===== config.mk =====
export PLATFORM = sky130hd
export DESIGN_NAME = scr1_pipe_fprf_wb_sched_flat
export DESIGN_NICKNAME = d
export VERILOG_FILES = /design/src/rtl/scr1_pipe_fprf_wb_sched_pkg.sv /design/src/rtl/scr1_pipe_fprf_wb_sched_if.sv /design/src/rtl/scr1_pipe_fprf_wb_sched_arb.sv /design/src/rtl/scr1_pipe_fprf_wb_sched.sv /design/src/flat_wrapper.sv
export SDC_FILE = /design/constraint.sdc
export NUM_CORES = 1
export LEC_CHECK = 0
export ABC_AREA = 1
export BUFFER_PORTS_ARGS = -buffer_cell sky130_fd_sc_hd__buf_2
export CAP_MARGIN = 25
export CORE_MARGIN = 4
export CORE_UTILIZATION = 40
export CTS_CLUSTER_DIAMETER = 200
export DETAILED_ROUTE_END_ITERATION = 16
export PLACE_DENSITY_LB_ADDON = 0.08
export SYNTH_ARGS = -nofsm -noshare
export SYNTH_HDL_FRONTEND = slang
export SYNTH_SLANG_ARGS = --single-unit

===== constraint.sdc =====
create_clock -name clk -period 5.3 [get_ports clk]
set_clock_uncertainty 0.1 [all_clocks]
set_input_delay 1.06 -clock clk [delete_from_list [all_inputs] [get_ports clk]]
set_output_delay 1.06 -clock clk [all_outputs]
set_load 0.01 [all_outputs]

===== src/rtl/scr1_pipe_fprf_wb_sched_pkg.sv =====
// Shared types for the FPRF writeback scheduler:
// requester indices, result bundle and round-robin helper.
package scr1_pipe_fprf_wb_sched_pkg;

    localparam int SCR1_FPRF_AWIDTH   = 5;
    localparam int SCR1_XLEN          = 32;
    localparam int SCR1_FPWB_REQ_NUM  = 3;

    typedef enum logic [1:0] {
        SCR1_FPWB_REQ_LSU = 2'd0,
        SCR1_FPWB_REQ_FPU = 2'd1,
        SCR1_FPWB_REQ_EXU = 2'd2
    } type_scr1_fpwb_req_e;

    typedef struct packed {
        logic [SCR1_FPRF_AWIDTH-1:0] rd;
        logic [SCR1_XLEN-1:0]        data;
    } type_scr1_fpwb_res_s;

    function automatic logic [1:0] rr_next(input logic [1:0] idx);
        logic [1:0] nxt;
        nxt = 2'd0;
        unique case (1'b1)
            (idx == SCR1_FPWB_REQ_LSU): nxt = SCR1_FPWB_REQ_FPU;
            (idx == SCR1_FPWB_REQ_FPU): nxt = SCR1_FPWB_REQ_EXU;
            default:                    nxt = SCR1_FPWB_REQ_LSU;
        endcase
        return nxt;
    endfunction

endpackage


===== src/rtl/scr1_pipe_fprf_wb_sched_if.sv =====
// Issue, producer-result and FPRF-write signals of the
// writeback scheduler; slave is the scheduler side.
interface scr1_pipe_fprf_wb_sched_if #(
    parameter int FPRF_AWIDTH = 5,
    parameter int XLEN        = 32
);
    logic                   exu2sch_issue_vd_i;
    logic [FPRF_AWIDTH-1:0] exu2sch_issue_rd_i;
    logic                   sch2exu_issue_stall_o;
    logic [FPRF_AWIDTH-1:0] exu2sch_rs1_addr_i;
    logic [FPRF_AWIDTH-1:0] exu2sch_rs2_addr_i;
    logic [FPRF_AWIDTH-1:0] exu2sch_rs3_addr_i;
    logic                   exu2sch_rs1_use_i;
    logic                   exu2sch_rs2_use_i;
    logic                   exu2sch_rs3_use_i;
    logic                   req0_vd_i;
    logic                   req1_vd_i;
    logic                   req2_vd_i;
    logic [FPRF_AWIDTH-1:0] req0_rd_i;
    logic [FPRF_AWIDTH-1:0] req1_rd_i;
    logic [FPRF_AWIDTH-1:0] req2_rd_i;
    logic [XLEN-1:0]        req0_data_i;
    logic [XLEN-1:0]        req1_data_i;
    logic [XLEN-1:0]        req2_data_i;
    logic                   req0_rdy_o;
    logic                   req1_rdy_o;
    logic                   req2_rdy_o;
    logic                   sch2fprf_w_req_o;
    logic [FPRF_AWIDTH-1:0] sch2fprf_rd_addr_o;
    logic [XLEN-1:0]        sch2fprf_rd_data_o;

    modport master (
        output exu2sch_issue_vd_i, exu2sch_issue_rd_i,
        output exu2sch_rs1_addr_i, exu2sch_rs2_addr_i,
        output exu2sch_rs3_addr_i, exu2sch_rs1_use_i,
        output exu2sch_rs2_use_i, exu2sch_rs3_use_i,
        output req0_vd_i, req1_vd_i, req2_vd_i,
        output req0_rd_i, req1_rd_i, req2_rd_i,
        output req0_data_i, req1_data_i, req2_data_i,
        input  sch2exu_issue_stall_o,
        input  req0_rdy_o, req1_rdy_o, req2_rdy_o,
        input  sch2fprf_w_req_o, sch2fprf_rd_addr_o,
        input  sch2fprf_rd_data_o
    );

    modport slave (
        input  exu2sch_issue_vd_i, exu2sch_issue_rd_i,
        input  exu2sch_rs1_addr_i, exu2sch_rs2_addr_i,
        input  exu2sch_rs3_addr_i, exu2sch_rs1_use_i,
        input  exu2sch_rs2_use_i, exu2sch_rs3_use_i,
        input  req0_vd_i, req1_vd_i, req2_vd_i,
        input  req0_rd_i, req1_rd_i, req2_rd_i,
        input  req0_data_i, req1_data_i, req2_data_i,
        output sch2exu_issue_stall_o,
        output req0_rdy_o, req1_rdy_o, req2_rdy_o,
        output sch2fprf_w_req_o, sch2fprf_rd_addr_o,
        output sch2fprf_rd_data_o
    );

endinterface


===== src/rtl/scr1_pipe_fprf_wb_sched_arb.sv =====
// Three-way round-robin arbiter: combinational grant,
// registered pointer to the requester after the last winner.
module scr1_pipe_fprf_wb_sched_arb
    import scr1_pipe_fprf_wb_sched_pkg::*;
(
    input  logic       clk,
    input  logic       rst,
    input  logic [2:0] vd,
    output logic [2:0] gnt,
    output logic [1:0] gnt_idx
);

    logic [1:0] rr_ptr;
    logic [1:0] idx;
    logic [3:0] vd_ext;
    logic [3:0] gnt_ext;
    logic       found;

    assign vd_ext = {1'b0, vd};
    assign gnt    = gnt_ext[2:0];

    // Nothing is granted while in reset so no result is lost.
    always_comb begin
        gnt_ext = '0;
        gnt_idx = rr_ptr;
        found   = 1'b0;
        idx     = rr_ptr;
        for (int i = 0; i < SCR1_FPWB_REQ_NUM; i++) begin
            if (!found && !rst && vd_ext[idx]) begin
                found        = 1'b1;
                gnt_ext[idx] = 1'b1;
                gnt_idx      = idx;
            end
            idx = rr_next(idx);
        end
    end

    always_ff @(posedge clk) begin
        if (rst) begin
            rr_ptr <= 2'd0;
        end else if (found) begin
            rr_ptr <= rr_next(gnt_idx);
        end
    end

endmodule


===== src/rtl/scr1_pipe_fprf_wb_sched.sv =====
// FPRF writeback scheduler: busy scoreboard, issue hazard
// detection and one registered write stage fed by the arbiter.
module scr1_pipe_fprf_wb_sched
    import scr1_pipe_fprf_wb_sched_pkg::*;
#(
    parameter int FPRF_AWIDTH = SCR1_FPRF_AWIDTH,
    parameter int XLEN        = SCR1_XLEN
) (
    input logic clk,
    input logic rst,
    scr1_pipe_fprf_wb_sched_if.slave sch
);

    localparam int NREG = 2**FPRF_AWIDTH;

    logic [NREG-1:0]     busy;
    logic [NREG-1:0]     set_mask;
    logic [NREG-1:0]     clr_mask;
    logic                hazard;
    logic                stall;
    logic [2:0]          req_vd;
    logic [2:0]          gnt;
    logic [1:0]          gnt_idx;
    logic                xfer;
    type_scr1_fpwb_res_s req_res [SCR1_FPWB_REQ_NUM];
    type_scr1_fpwb_res_s res_sel;
    type_scr1_fpwb_res_s wb_res;
    logic                wb_vd;

    assign req_vd = {sch.req2_vd_i, sch.req1_vd_i, sch.req0_vd_i};

    assign req_res[SCR1_FPWB_REQ_LSU] = '{sch.req0_rd_i, sch.req0_data_i};
    assign req_res[SCR1_FPWB_REQ_FPU] = '{sch.req1_rd_i, sch.req1_data_i};
    assign req_res[SCR1_FPWB_REQ_EXU] = '{sch.req2_rd_i, sch.req2_data_i};

    scr1_pipe_fprf_wb_sched_arb u_arb (
        .clk     (clk),
        .rst     (rst),
        .vd      (req_vd),
        .gnt     (gnt),
        .gnt_idx (gnt_idx)
    );

    assign xfer           = |gnt;
    assign sch.req0_rdy_o = gnt[SCR1_FPWB_REQ_LSU];
    assign sch.req1_rdy_o = gnt[SCR1_FPWB_REQ_FPU];
    assign sch.req2_rdy_o = gnt[SCR1_FPWB_REQ_EXU];

    always_comb begin
        res_sel = req_res[SCR1_FPWB_REQ_LSU];
        unique case (1'b1)
            gnt[SCR1_FPWB_REQ_FPU]: res_sel = req_res[SCR1_FPWB_REQ_FPU];
            gnt[SCR1_FPWB_REQ_EXU]: res_sel = req_res[SCR1_FPWB_REQ_EXU];
            default:                res_sel = req_res[SCR1_FPWB_REQ_LSU];
        endcase
    end

    // A clear lands at the same edge as a set, so a same-reg issue still stalls.
    assign hazard = busy[sch.exu2sch_issue_rd_i]
                  | (sch.exu2sch_rs1_use_i & busy[sch.exu2sch_rs1_addr_i])
                  | (sch.exu2sch_rs2_use_i & busy[sch.exu2sch_rs2_addr_i])
                  | (sch.exu2sch_rs3_use_i & busy[sch.exu2sch_rs3_addr_i]);

    assign stall = sch.exu2sch_issue_vd_i & hazard;
    assign sch.sch2exu_issue_stall_o = stall;

    assign set_mask = (sch.exu2sch_issue_vd_i & ~stall)
                    ? (NREG'(1) << sch.exu2sch_issue_rd_i) : '0;
    assign clr_mask = wb_vd ? (NREG'(1) << wb_res.rd) : '0;

    always_ff @(posedge clk) begin
        if (rst) begin
            busy <= '0;
        end else begin
            busy <= (busy & ~clr_mask) | set_mask;
        end
    end

    always_ff @(posedge clk) begin
        if (rst) begin
            wb_vd  <= 1'b0;
            wb_res <= '0;
        end else begin
            wb_vd <= xfer;
            if (xfer) begin
                wb_res <= res_sel;
            end
        end
    end

    assign sch.sch2fprf_w_req_o   = wb_vd;
    assign sch.sch2fprf_rd_addr_o = wb_res.rd;
    assign sch.sch2fprf_rd_data_o = wb_res.data;

`ifdef SCR1_TRGT_SIMULATION
    logic [2:0] pend_q;

    always_ff @(posedge clk) begin
        if (rst) begin
            pend_q <= '0;
        end else begin
            pend_q <= req_vd & ~gnt;
        end
    end

    always @(posedge clk) begin
        if (!rst) begin
            if (xfer) begin
                assert (!$isunknown(res_sel))
                    else $error("fpwb: X on rd/data at transfer");
                assert (busy[res_sel.rd])
                    else $error("fpwb: transfer to non-busy rd");
            end
            assert ((pend_q & ~req_vd) == 3'b000)
                else $error("fpwb: request withdrawn");
        end
    end
`endif

endmodule


===== src/flat_wrapper.sv =====
// flat-port wrapper written by rule: the top's interface ports become plain ports
module scr1_pipe_fprf_wb_sched_flat import scr1_pipe_fprf_wb_sched_pkg::*;
#(
    parameter int FPRF_AWIDTH = SCR1_FPRF_AWIDTH,
    parameter int XLEN        = SCR1_XLEN
)
  (clk, rst, sch_exu2sch_issue_vd_i, sch_exu2sch_issue_rd_i, sch_exu2sch_rs1_addr_i, sch_exu2sch_rs2_addr_i, sch_exu2sch_rs3_addr_i, sch_exu2sch_rs1_use_i, sch_exu2sch_rs2_use_i, sch_exu2sch_rs3_use_i, sch_req0_vd_i, sch_req1_vd_i, sch_req2_vd_i, sch_req0_rd_i, sch_req1_rd_i, sch_req2_rd_i, sch_req0_data_i, sch_req1_data_i, sch_req2_data_i, sch_sch2exu_issue_stall_o, sch_req0_rdy_o, sch_req1_rdy_o, sch_req2_rdy_o, sch_sch2fprf_w_req_o, sch_sch2fprf_rd_addr_o, sch_sch2fprf_rd_data_o);
  scr1_pipe_fprf_wb_sched_if #(.FPRF_AWIDTH(FPRF_AWIDTH), .XLEN(XLEN)) sch_i ();
  input logic clk;
  input logic rst;
  input wire logic [$bits(sch_i.exu2sch_issue_vd_i)-1:0] sch_exu2sch_issue_vd_i;
  input wire logic [$bits(sch_i.exu2sch_issue_rd_i)-1:0] sch_exu2sch_issue_rd_i;
  input wire logic [$bits(sch_i.exu2sch_rs1_addr_i)-1:0] sch_exu2sch_rs1_addr_i;
  input wire logic [$bits(sch_i.exu2sch_rs2_addr_i)-1:0] sch_exu2sch_rs2_addr_i;
  input wire logic [$bits(sch_i.exu2sch_rs3_addr_i)-1:0] sch_exu2sch_rs3_addr_i;
  input wire logic [$bits(sch_i.exu2sch_rs1_use_i)-1:0] sch_exu2sch_rs1_use_i;
  input wire logic [$bits(sch_i.exu2sch_rs2_use_i)-1:0] sch_exu2sch_rs2_use_i;
  input wire logic [$bits(sch_i.exu2sch_rs3_use_i)-1:0] sch_exu2sch_rs3_use_i;
  input wire logic [$bits(sch_i.req0_vd_i)-1:0] sch_req0_vd_i;
  input wire logic [$bits(sch_i.req1_vd_i)-1:0] sch_req1_vd_i;
  input wire logic [$bits(sch_i.req2_vd_i)-1:0] sch_req2_vd_i;
  input wire logic [$bits(sch_i.req0_rd_i)-1:0] sch_req0_rd_i;
  input wire logic [$bits(sch_i.req1_rd_i)-1:0] sch_req1_rd_i;
  input wire logic [$bits(sch_i.req2_rd_i)-1:0] sch_req2_rd_i;
  input wire logic [$bits(sch_i.req0_data_i)-1:0] sch_req0_data_i;
  input wire logic [$bits(sch_i.req1_data_i)-1:0] sch_req1_data_i;
  input wire logic [$bits(sch_i.req2_data_i)-1:0] sch_req2_data_i;
  output wire logic [$bits(sch_i.sch2exu_issue_stall_o)-1:0] sch_sch2exu_issue_stall_o;
  output wire logic [$bits(sch_i.req0_rdy_o)-1:0] sch_req0_rdy_o;
  output wire logic [$bits(sch_i.req1_rdy_o)-1:0] sch_req1_rdy_o;
  output wire logic [$bits(sch_i.req2_rdy_o)-1:0] sch_req2_rdy_o;
  output wire logic [$bits(sch_i.sch2fprf_w_req_o)-1:0] sch_sch2fprf_w_req_o;
  output wire logic [$bits(sch_i.sch2fprf_rd_addr_o)-1:0] sch_sch2fprf_rd_addr_o;
  output wire logic [$bits(sch_i.sch2fprf_rd_data_o)-1:0] sch_sch2fprf_rd_data_o;
  assign sch_i.exu2sch_issue_vd_i = sch_exu2sch_issue_vd_i;
  assign sch_i.exu2sch_issue_rd_i = sch_exu2sch_issue_rd_i;
  assign sch_i.exu2sch_rs1_addr_i = sch_exu2sch_rs1_addr_i;
  assign sch_i.exu2sch_rs2_addr_i = sch_exu2sch_rs2_addr_i;
  assign sch_i.exu2sch_rs3_addr_i = sch_exu2sch_rs3_addr_i;
  assign sch_i.exu2sch_rs1_use_i = sch_exu2sch_rs1_use_i;
  assign sch_i.exu2sch_rs2_use_i = sch_exu2sch_rs2_use_i;
  assign sch_i.exu2sch_rs3_use_i = sch_exu2sch_rs3_use_i;
  assign sch_i.req0_vd_i = sch_req0_vd_i;
  assign sch_i.req1_vd_i = sch_req1_vd_i;
  assign sch_i.req2_vd_i = sch_req2_vd_i;
  assign sch_i.req0_rd_i = sch_req0_rd_i;
  assign sch_i.req1_rd_i = sch_req1_rd_i;
  assign sch_i.req2_rd_i = sch_req2_rd_i;
  assign sch_i.req0_data_i = sch_req0_data_i;
  assign sch_i.req1_data_i = sch_req1_data_i;
  assign sch_i.req2_data_i = sch_req2_data_i;
  assign sch_sch2exu_issue_stall_o = sch_i.sch2exu_issue_stall_o;
  assign sch_req0_rdy_o = sch_i.req0_rdy_o;
  assign sch_req1_rdy_o = sch_i.req1_rdy_o;
  assign sch_req2_rdy_o = sch_i.req2_rdy_o;
  assign sch_sch2fprf_w_req_o = sch_i.sch2fprf_w_req_o;
  assign sch_sch2fprf_rd_addr_o = sch_i.sch2fprf_rd_addr_o;
  assign sch_sch2fprf_rd_data_o = sch_i.sch2fprf_rd_data_o;
  scr1_pipe_fprf_wb_sched #(.FPRF_AWIDTH(FPRF_AWIDTH), .XLEN(XLEN)) u_core (.clk(clk), .rst(rst), .sch(sch_i));
endmodule

After elaboration in Yosys (flattened, before gate mapping):

Index checks and enable logic that the tools add are counted.

* input bits: 140
* memories: 0
* ROM bits: 0
* bits in registers: 72
* bits in latches: 0
* bits in writable memories: 0

* bitwise operators: 14
* order comparisons: 10
* multiplexer cells: 34
* divide/modulo/power cells: 0
* reduce and logical (&&, ||, !) cells: 15
* multiply operators: 0
* add/sub/neg operators: 0
* shift-type cells: 2
* equal/unequal tests: 3

Operator list (number)
* 37-bit one-hot mux with 2 select lines: 1
* 32-bit two-way mux: 2
* 1-bit by 5-bit left shift with 32-bit output, first input constant: 2
* 32-bit bitwise AND: 1
* 32-bit inverter: 1
* 32-bit OR: 1
* 5-bit by 6-bit < comparator with 1-bit output, second input constant: 4
* 1-bit binary-select mux with 5-bit select: 4
* 1-bit two-way mux: 13
* 2-bit one-hot mux with 2 select lines: 3
* 2-bit by 3-bit < comparator with 1-bit output, second input constant: 3
* 3-bit two-way mux: 3
* 1-bit logical AND: 8
* 1-bit binary-select mux with 2-bit select: 3
* 1-bit demux with 2-bit select: 3
* 2-bit by 1-bit equality test with 1-bit output, second input constant: 3
* 2-bit by 1-bit >= comparator with 1-bit output, second input constant: 3
* 2-bit logical NOT: 3
* 3-bit OR: 2
* 1-bit bitwise AND: 5
* 2-bit two-way mux: 2
* 1-bit logical NOT: 3
* 1-bit OR: 3
* 3-bit OR reduction: 1
* 1-bit inverter: 1

Depth between registers and ports, before layout:

* depth in word-level cells: 14
* mapped depth: 17
* mapped depth without buffers: 14

Modules after synthesis:

From an unflattened synthesis, not the netlist that was laid out.

* cells, all modules: 873
* area, all modules: 5475.3 µm²

Modules (own cells, without submodules)
* scr1_pipe_fprf_wb_sched: instances 1, area each 5079.9 µm², seq. area each 1401.3 µm², cells an instance 808
* scr1_pipe_fprf_wb_sched_arb: instances 1, area each 395.4 µm², seq. area each 40.0 µm², cells an instance 65

Worst setup path before layout:

No wires, ideal clock.

* path kind: input-to-output
* from: input port sch_exu2sch_rs1_addr_i[0]
* to: output port sch_sch2exu_issue_stall_o
* buffers on the path: 3
* path slack: 1.744 ns
* arrival: 2.396 ns
* required time: 4.140 ns
* stages on the path: 13
* cell sequence: buf_2 > clkbuf_1 > nand2_1 > nand3_1 > nand3_1 > nand2_1 > nand2_1 > nand3b_1 > nand3_1 > nand2_1 > nor2_4 > buf_4 > nor2_1

* cells in the longest elaborated chain, start to end: 7

RTL lines
* from (decl): line flat_wrapper.sv:13 `input wire logic [$bits(sch_i.exu2sch_rs1_addr_i)-1:0] sch_exu2sch_rs1_addr_i;`
* 1-bit binary-select mux with 5-bit select: line scr1_pipe_fprf_wb_sched.sv:60 `| (sch.exu2sch_rs1_use_i & busy[sch.exu2sch_rs1_addr_i])`
* 1-bit two-way mux (not written as such): line scr1_pipe_fprf_wb_sched.sv:60
* 1-bit bitwise AND: line scr1_pipe_fprf_wb_sched.sv:60
* 1-bit OR: line scr1_pipe_fprf_wb_sched.sv:60
* 1-bit OR: line scr1_pipe_fprf_wb_sched.sv:61 `| (sch.exu2sch_rs2_use_i & busy[sch.exu2sch_rs2_addr_i])`
* 1-bit OR: line scr1_pipe_fprf_wb_sched.sv:62 `| (sch.exu2sch_rs3_use_i & busy[sch.exu2sch_rs3_addr_i]);`
* 1-bit bitwise AND: line scr1_pipe_fprf_wb_sched.sv:64 `assign stall = sch.exu2sch_issue_vd_i & hazard;`
* to (decl): line flat_wrapper.sv:28 `output wire logic [$bits(sch_i.sch2exu_issue_stall_o)-1:0] sch_sch2exu_issue_stall_o;`

No other way between the ends. The select of a mux whose other input is x is not followed.

Worst setup path in the final report:

* from: input port rst
* to: output port sch_req2_rdy_o

* cells in the longest elaborated chain, start to end: 11
* elaborated cells on any way between the ends: 15

RTL lines
* from (decl): line flat_wrapper.sv:10 `input logic rst;`
* 1-bit logical NOT (*): line scr1_pipe_fprf_wb_sched_arb.sv:29 `if (!found && !rst && vd_ext[idx]) begin`
* 1-bit logical AND: line scr1_pipe_fprf_wb_sched_arb.sv:29
* 1-bit two-way mux: line scr1_pipe_fprf_wb_sched_arb.sv:29
* 1-bit logical NOT: line scr1_pipe_fprf_wb_sched_arb.sv:29
* 1-bit logical AND (2 in a row): line scr1_pipe_fprf_wb_sched_arb.sv:29
* 1-bit two-way mux: line scr1_pipe_fprf_wb_sched_arb.sv:29
* 1-bit logical NOT: line scr1_pipe_fprf_wb_sched_arb.sv:29
* 1-bit logical AND (2 in a row): line scr1_pipe_fprf_wb_sched_arb.sv:29
* 3-bit two-way mux (*): line scr1_pipe_fprf_wb_sched_arb.sv:29
* to (decl): line flat_wrapper.sv:31 `output wire logic [$bits(sch_i.req2_rdy_o)-1:0] sch_req2_rdy_o;`

Mark *: on every way between the ends. The rest lies on a longest branch, timed or not.

==> flow_metrics.tcl <==
set metrics [dict create \
    yosys.area_share.simple 0.471 \
    synth-seq-area-share 0.271 \
    yosys.area_share.xor_xnor 0 \
    io_pins 182 \
    fmax_mhz 247 \
    power_density_nw_per_um2 402 \
    crit_family "buffers and inverters" \
    clock-sinks 72 \
    wl_per_cell_um 15.1 \
    required_ns 4.14 \
    path_clk_slew_ns 0.06 \
    rows 41 \
    end_kind "primary output" \
    grt_pass1_vias 5797 \
    cp_max_fo 38 \
    worstPathCellList "buf_2 -> buf_4 -> inv_1 -> nand2_1 -> inv_2 -> nand3_1 -> o21ai_2 -> inv_2 -> nand2_2 -> buf_4 -> buf_2" \
    dr_total_vias 6453 \
    clock_latency_ns 0.33 \
    die_height_um 123 \
    drt_iter0_markers 481 \
    grt_max_degree 39 \
    synth.ff_latch_count 72 \
    yosysWarnings 0 \
    criticalPathCategory "in2out" \
    multi_input_area_sq_um 3280 \
    run_status "complete, no violations" \
    hold_path.class "reg2reg" \
    peakVddDrop_mv 0.319 \
    r2r_cells 12 \
    crit_path_top_delay_cell "inv_1" \
    syn_area_per_cell_sq_um 5.60 \
    synth_area_leaders "dfxtp_1 (27%), nand2_1 (25%), nand3_1 (13%), o21ai_0 (6.8%), a21oi_1 (6.7%)" \
    initial_core_util 0.415 \
    rsz0062_at_grt "no" \
    dr.pass1.iters 5 \
    io_buffers 181 \
    dp_hpwl_um 13900 \
    synth_fa_ha_area_frac 0 \
    antenna_cells 0 \
    fillers 1469 \
    yosys.area.top_type "dfxtp_1" \
    synthMuxAreaShare 0.00423 \
    grt.total_usage 0.245 \
    dp_slack_ns 1.24 \
    cts_root_buffer "clkbuf_16" \
    nNetsFinal 1230 \
    ys_types 29 \
    register_area_sq_um 1440 \
    critPathArrivalTime_ns 2.89 \
    dieWidth_um 123 \
    cp.depth 11 \
    slew_viol_final 0 \
    period_share 0.764 \
    grt_pass1_wl_um 29100 \
    die-area_sq_um 15200 \
    cts_resized 0 \
    drc 0 \
    syn_area_sq_um 5320 \
    period_needed_ns 4.05 \
    slew_headroom 0.435 \
    gp_congestion 0.913 \
    synth_top_family_by_area "simple AND/OR/NAND/NOR gates" \
    syn-instance-count 950 \
    postCtsSetupBuffers 0 \
    clockBufferDepth 2 \
    wl_um 19100 \
    area_growth_pct 21.9 \
    cts_buffers 9 \
    core_area_sq_um 12800 \
    tritoncts "yes" \
    antenna_found_initial 0 \
    postRouteAntennaNets 0 \
    layout_common_cells "nand2_1 (352), buf_2 (181), nand3_1 (140)" \
    setup_viol 0 \
    critical-path-max-stage-delay_ns 0.39 \
    drive_gt1_frac 0.210 \
    postCtsHoldBufs 0 \
    cp-start-kind "primary input" \
    via_per_inst 5.09 \
    syn_nets 1090 \
    cp.buffers_inverters 7 \
    fin_tns_setup_ns 0 \
    worst_pin_slew_ns 0.845 \
    hold_viol_final 0 \
    layout_commonest_cell "nand2_1" \
    overflow 0 \
    min_path_cells 2 \
    yosysTopAreaCellShare 0.271 \
    synth-compound-area-share 0.142 \
    p_leak_uw 0.00319 \
    layout_setup_ws_ns 1.25 \
    cts_max_level 3 \
    maxCapViolations 0 \
]
==> logic make-up after synthesis <==
kind of cell,count (synthesis)
AOI/OAI and AO/OA,147
buffers and inverters,137
DFF,72
muxes,1
and+or+nand+nor,593
==> stage by stage <==
stage | cell area [sq um] | std cells | utilization | power (uW) | hold slack (ns)
2_1_floorplan | 5320 | 950 | - | 1680 | 0.392
3_3_place_gp | 6200 | 1251 | 0.483 | 2030 | 0.406
3_5_place_dp | 6200 | 1251 | 0.483 | 2030 | 0.412
4_1_cts | 6480 | 1267 | 0.506 | 2630 | 0.429
5_1_grt | 6480 | 1267 | 0.506 | 2830 | 0.463
6_report | 6480 | 1267 | 0.506 | 2610 | 0.422
==> state kept, by name (all words and copies together), names as in the netlist <==
name                           flops
u_core.u_arb.rr_ptr                2
u_core.sch.sch2fprf_w_req_o        1
u_core.busy                       32
u_core.sch.sch2fprf_rd_addr_o      5
u_core.sch.sch2fprf_rd_data_o     32
==> worst register-to-register path: cells and delay by family, from the launching register on <==
family,cells,cell delay [ns]
flops,1,0.37
buf+inv,3,0.51
compound gates,3,0.49
simple gates,6,1.23
==> where the power goes <==
| group | leakage (uW) | switching (uW) | internal [uW] |
|---|---|---|---|
| clock | 0.000138 | 231 | 362 |
| sequential | 0.000590 | 89.9 | 665 |
| combinational | 0.00246 | 833 | 427 |
==> synth_stat cells <==
master	number
a21oi_1	71
buf_1	2
buf_2	10
buf_4	14
buf_6	2
clkbuf_1	32
clkinv_1	1
dfxtp_1	72
inv_1	65
inv_2	11
mux2i_4	1
nand2_1	352
nand2_2	2
nand2_4	1
nand3_1	140
nand3_2	1
nand3b_1	3
nand3b_4	1
nand4_1	7
nor2_1	72
nor2_2	4
nor2_4	2
nor3_1	4
nor4_1	4
o211ai_1	1
o211ai_2	1
o21ai_0	72
o21ai_2	1
o22ai_2	1
==> per-layer routing <==
metal,wire length (um),up-vias,global-route usage
met4,501,0,0.0879
met2,9130,240,0.404
met5,0,-,0
li1,-,3334,-
met1,7900,2848,0.313
met3,1530,31,0.0544
==> final timing paths <==
path | start | end | slack, ns
hold / removal | u_core.sch.sch2fprf_rd_data_o[26] | u_core.sch.sch2fprf_rd_data_o[26] | 0.42
setup reg to reg | u_core.u_arb.rr_ptr[1] | u_core.sch.sch2fprf_rd_data_o[28] | 2.55
hold reg to reg | u_core.sch.sch2fprf_rd_data_o[26] | u_core.sch.sch2fprf_rd_data_o[26] | 0.42
setup / recovery | rst | sch_req2_rdy_o | 1.25
==> area by class of cell <==
cell class / instances / share of cell area
clock buffers: 10 / 0.0353
clock inverters: 6 / 0.00926
inverters: 77 / 0.0446
multi-input cells: 741 / 0.506
flip-flops and latches: 72 / 0.222
well taps: 172 / 0.0332
repair buffers: 189 / 0.149
Note: power is estimated with default switching activity, not from simulation.
